$ cat config.mk
export PLATFORM = sky130hd
export DESIGN_NAME = piso_serializer
export DESIGN_NICKNAME = d
export VERILOG_FILES = /design/src/rtl/piso_serializer.sv
export SDC_FILE = /design/constraint.sdc
export NUM_CORES = 1
export LEC_CHECK = 0
export CORE_AREA = 2 2 39 41
export CTS_BUF_LIST = sky130_fd_sc_hd__clkbuf_16
export DETAILED_ROUTE_END_ITERATION = 6
export DIE_AREA = 0 0 41 43
export PLACE_DENSITY = 0.52
export SLEW_MARGIN = 20
export SYNTH_ARGS = -nofsm -noshare
export SYNTH_HDL_FRONTEND = slang
export SYNTH_SLANG_ARGS = --single-unit
$ cat constraint.sdc
create_clock -name clk -period 2.5 [get_ports clk]
set_input_delay 0.625 -clock clk [delete_from_list [all_inputs] [get_ports clk]]
set_output_delay 0.625 -clock clk [all_outputs]
set_load 0.05 [all_outputs]
$ cat src/rtl/piso_serializer.sv
// ---------------------------------------------------------------------------
// piso_serializer
//
// Parallel-in / serial-out shifter with a valid/ready load handshake.
// A word is accepted when load_valid and load_ready are both high on a
// rising clk edge. It is then sent on ser_out MSB first, one bit per cycle.
// ser_valid/busy mark every bit cycle and ser_last marks bit 0. On the
// ser_last cycle load_ready is raised again, so a new word can follow
// without a gap.
//
// Parameters
//   WIDTH       parallel word width in bits (2..32)
//
// Ports
//   clk         clock, rising-edge active
//   rst         asynchronous active-high reset
//   load_valid  load_data holds a word to send
//   load_ready  block accepts a word this cycle
//   load_data   parallel word, captured only on accept
//   ser_out     serial data bit, MSB first
//   ser_valid   ser_out carries a word bit this cycle
//   ser_last    ser_out carries bit 0 of the word
//   busy        a word is being shifted out (same as ser_valid)
// ---------------------------------------------------------------------------
module piso_serializer #(
    parameter int WIDTH = 4
) (
    input  logic             clk,
    input  logic             rst,
    input  logic             load_valid,
    output logic             load_ready,
    input  logic [WIDTH-1:0] load_data,
    output logic             ser_out,
    output logic             ser_valid,
    output logic             ser_last,
    output logic             busy
);

    localparam int CNT_W = $clog2(WIDTH);
    localparam logic [CNT_W-1:0] CNT_MAX = CNT_W'(WIDTH - 1);

    typedef enum logic {
        IDLE  = 1'b0,
        SHIFT = 1'b1
    } state_t;

    state_t             state_q, state_d;
    logic [WIDTH-1:0]   shreg_q, shreg_d;
    logic [CNT_W-1:0]   cnt_q,   cnt_d;

    logic               in_shift;
    logic               last_bit;
    logic               accept;

    // Every output is decoded from registered state only, so load_data
    // never has a combinational path to ser_out.
    always_comb begin
        state_d    = state_q;
        shreg_d    = shreg_q;
        cnt_d      = cnt_q;

        in_shift   = (state_q == SHIFT);
        last_bit   = in_shift && (cnt_q == '0);
        load_ready = !in_shift || last_bit;
        accept     = load_valid && load_ready;

        ser_valid  = in_shift;
        busy       = in_shift;
        ser_last   = last_bit;
        ser_out    = in_shift && shreg_q[WIDTH-1];

        unique case (state_q)
            IDLE: begin
                if (accept) begin
                    state_d = SHIFT;
                    shreg_d = load_data;
                    cnt_d   = CNT_MAX;
                end
            end
            SHIFT: begin
                if (last_bit) begin
                    // Final bit: reload straight away for a gapless stream,
                    // otherwise drop back to IDLE with a cleared register.
                    if (accept) begin
                        shreg_d = load_data;
                        cnt_d   = CNT_MAX;
                    end else begin
                        state_d = IDLE;
                        shreg_d = '0;
                        cnt_d   = '0;
                    end
                end else begin
                    shreg_d = {shreg_q[WIDTH-2:0], 1'b0};
                    cnt_d   = cnt_q - 1'b1;
                end
            end
            default: begin
                state_d = IDLE;
                shreg_d = '0;
                cnt_d   = '0;
            end
        endcase
    end

    always_ff @(posedge clk or posedge rst) begin
        if (rst) begin
            state_q <= IDLE;
            shreg_q <= '0;
            cnt_q   <= '0;
        end else begin
            state_q <= state_d;
            shreg_q <= shreg_d;
            cnt_q   <= cnt_d;
        end
    end

endmodule

-- Word-level counts from Yosys, hierarchy flattened
Index checks and enable logic that the tools add are counted.
- register bits: 7
- input bits: 7
- bits in read-only memories: 0
- bits in latches: 0
- memory bits (writable): 0
- word-level logic and storage cells: 23
- output and inout bits: 5
- memories kept: 0
- divide/modulo/power cells: 0
- order comparisons: 0
- reduce and logical (&&, ||, !) cells: 6
- add/subtract/negate cells: 1
- shifts and indexed selects: 0
- $mul: 0
- muxes and demuxes: 11
- equal/unequal tests: 1
- bitwise gates (word level): 1
- operator list (kind ; count):
    4-bit 2-to-1 mux ; 3
    4-bit one-hot mux with 2 select lines ; 1
    2-bit 2-to-1 mux ; 3
    2-bit one-hot mux with 2 select lines ; 1
    1-bit logical AND ; 3
    2-bit logical NOT ; 1
    1-bit 2-to-1 mux ; 2
    2-bit inequality test (second input constant) ; 1
    1-bit one-hot mux with 2 select lines ; 1
    2-bit by 1-bit subtractor with 2-bit output (second input constant) ; 1
    1-bit logical NOT ; 1
    1-bit logical OR ; 1
    1-bit NOT ; 1

-- Longest topological paths before layout
- depth in word-level cells: 7
- mapped depth: 6
- gate-level depth less buffers: 5

-- Worst setup path before layout
Ideal clock, no wire load.
- path type: reg-to-output
- from: register state_q, in the netlist busy
- to: output port load_ready
- arrival time: 1262 ps
- buffers on the path: 1
- required time: 1875 ps
- cell stages (with the launch flop): 4
- setup slack: 613 ps
- cell sequence: dfrtp_1 -> buf_2 -> nor2b_4 -> inv_1
- cells in the longest elaborated chain, start to end: 2
- elaborated cells between the ends (all ways): 3
- those cells by class: 3 x reduce/logical
- RTL lines (what ; RTL line ; RTL):
    start: declaration ; 47 ; state_t state_q, state_d;
    start signal: assignment ; 111 ; state_q <= state_d;
    1-bit logical NOT or 1-bit logical AND (tied branches) ; 64, 63 ;
    1-bit logical OR (*) ; 64 ; load_ready = !in_shift || last_bit;
    end: declaration ; 31 ; output logic load_ready,
Every way passes the cells marked *; elsewhere a longest branch is shown, timed or not.

-- Worst setup path in the final report
- from: register state_q, in the netlist busy
- to: output port ser_out
- cells in the longest elaborated chain, start to end: 1
- RTL lines (what ; RTL line ; RTL):
    1-bit logical AND ; 70 ; ser_out = in_shift && shreg_q[WIDTH-1];
    end: declaration ; 33 ; output logic ser_out,
No other way between the ends.

==> results <==
==> critical path, stage by stage (launching register included) <==
cell,delay [ns]
dfrtp_1,0.52
and2_2,0.20
clkdlybuf4s50_1,0.79
==> sequential cells by signal (all words and copies together) (netlist names) <==
name and cells:
shreg_q 4, cnt_q 2, busy 1
==> power groups by stage <==
stage               Clock [uW]  Sequential [uW]  Combinational (uW)
finish                     268              195                 385
global placement             0              195                 387
CTS                        272              194                 388
floorplan                    0              198                 298
global route               285              203                 419
detailed placement           0              195                 388
==> through the flow <==
| step | utilization | hold WS [ns] |
|---|---|---|
| 4_1_cts | 0.416 | 0.495 |
| 2_1_floorplan | - | 0.428 |
| 5_1_grt | 0.416 | 0.528 |
| 3_3_place_gp | 0.359 | 0.488 |
| 3_5_place_dp | 0.359 | 0.488 |
| 6_report | 0.416 | 0.493 |
==> cell usage in the layout (no fill, tap or decap) <==
cell type | synthesis | layout
a21o_1 | 1 | 1
a21oi_1 | 1 | 1
a32oi_1 | 3 | 3
and2_2 | 2 | 2
buf_4 | 2 | 2
clkbuf_16 | 0 | 3
clkdlybuf4s50_1 | 0 | 9
dfrtp_1 | 7 | 7
ha_1 | 1 | 1
inv_1 | 5 | 6
mux2i_1 | 5 | 5
nand2_1 | 1 | 1
nand3_1 | 1 | 1
nor2b_4 | 1 | 1
nor3_1 | 1 | 1
o21ai_0 | 5 | 5
or2_4 | 1 | 1
==> path summary, 6_finish.rpt <==
kind / from / end / slack (ns) / depth (start not counted)
max: busy$_DFF_PP0_ / ser_out / 0.13 / 2
min in group asynchronous: rst / cnt_q[1]$_DFFE_PP0P_ / 0.63 / 2
min reg2reg: shreg_q[2]$_DFFE_PP0P_ / shreg_q[3]$_DFFE_PP0P_ / 0.49 / 2
min: shreg_q[2]$_DFFE_PP0P_ / shreg_q[3]$_DFFE_PP0P_ / 0.49 / 2
max in group asynchronous: rst / cnt_q[0]$_DFFE_PP0P_ / 1.65 / 2
max reg2reg: cnt_q[0]$_DFFE_PP0P_ / cnt_q[0]$_DFFE_PP0P_ / 1.06 / 5
==> routing by layer <==
layer	vias to the layer above	GRT usage	wire, um
met5	-	0	0
met4	0	0.0600	22
met3	2	0.0942	50
met2	9	0.131	350
met1	145	0.132	355
li1	156	-	-
==> final cells by class <==
type / instances / area (sq um) / share of cell area
clock buffer: 3 / 75.1 / 0.130
timing repair buffer: 11 / 105 / 0.183
clock inverter: 1 / 3.75 / 0.00652
multi-input combinational: 23 / 178 / 0.309
inverter: 5 / 18.8 / 0.0326
tap: 16 / 20.0 / 0.0348
sequential: 7 / 175 / 0.304
==> cells by family after synthesis <==
family          synth area share
compound gates             0.161
buf+inv                    0.110
fa+ha+maj                 0.0315
flops                      0.442
simple gates               0.129
mux                        0.126
==> flow_summary.yaml <==
grt:
  grt_max_degree: 13
  first_global_vias: 261
  antenna_found_initial: 0
  overflow: 0
  track_usage: 0.110
  grt_pass1_wl_mm: 1.19
logic_synthesis:
  ys_seq_area_frac: 0.442
  synth_warnings: 0
  synth_edf_count: 0
  postSynthAreaPerCell_sq_um: 10.2
  ys_types: 16
  synth_area_leaders: "dfrtp_1 44%, mux2i_1 13%, a32oi_1 6.6%, o21ai_0 6.3%, inv_1 4.7%"
  syn_inst: 39
  ys_top_cells_by_count: "7 x dfrtp_1, 5 x inv_1, 5 x mux2i_1, 5 x o21ai_0, 3 x a32oi_1"
  ys.flop_type: "dfrtp_1"
  synthArstFlopShare: 1.00
  synth_area_sq_um: 397
  synth_top_area_share: 0.442
  ys_ff_latch: 7
  syn_nets: 47
  post-synth-top-count-cell: "dfrtp_1"
  yosysTopAreaCell: "dfrtp_1"
finish:
  drive_above_1_share: 0.180
  final_cells: 66
  antennaDiodeCount: 0
  fill_cells: 140
  fin_area_sq_um: 576
  final_nets: 59
  area_growth_pct: 45.1
placed_design:
  gp_congestion: 0.664
  dp_hpwl_um: 537
  dpl.cell_count: 62
  post_dp_cell_area_sq_um: 497
  place_ws_ns: 0.379
  portBuffers: 11
worst_setup_path:
  cp_max_fo: 12
  required_ns: 1.88
  arrival_ns: 1.74
  crit_type: "flip-flop to output pin"
  end_kind: "output pin"
  critPathLaunchType: "flip-flop"
sta:
  setup_viol: 0
  fin_tns_setup_ns: 0
  hold_violations: 0
  fmax_mhz: 422
  worstMarginPinSlew_ns: 0.491
  max-slew-margin-rel: 0.672
  fin_crit_ns: 2.37
  fin_crit_sh: 0.948
  skew_ns: 0.00211
  rsz0062_at_grt: "false"
  maxSlewViolCount: 0
  fin_ws_ns: 0.131
route:
  via_per_inst: 4.73
  postRouteAntennaNets: 0
  wl_per_cell_um: 11.8
  first_pass_iters: 4
  drt_wl_total_um: 778
  drc: 0
  num_vias: 312
  drt_iter0_drc: 4
power_and_ir_drop:
  power_density_nw_per_um2: 1470
  sequentialPowerShare: 0.230
  clock_power_share: 0.316
  combPwrFrac: 0.453
  ir_drop_mv: 0.739
  total_power_uw: 848
  p_sw_frac: 0.389
  internal-power_uw: 518
  p_switching_uw: 330
  power_leakage_uw: 0.000280
cts:
  root_buffer: "clkbuf_16"
  cts_resized: 0
  cts_buffers: 3
  clk_pin_slew_ns: 0.04
  cts.sinks: 7
  postCtsSetupBuffers: 0
  cts_tree: "yes"
  cts_max_level: 1
  clk_latency_ns: 0.23
  clockBufferDepth: 2
  cts_hold_buf: 0
floorplan:
  fp-row-count: 14
  dieArea_sq_um: 1760
  start_util: 0.287
  ioPinCount: 12
  dieWidth_um: 41
  core_area_sq_um: 1380
  die_h_um: 43
job:
  maxCapViolCount: 0
status:
  status: "completed"
min_path:
  hp-class: "flip-flop to flip-flop"
Power figures use the tool's default switching activity.
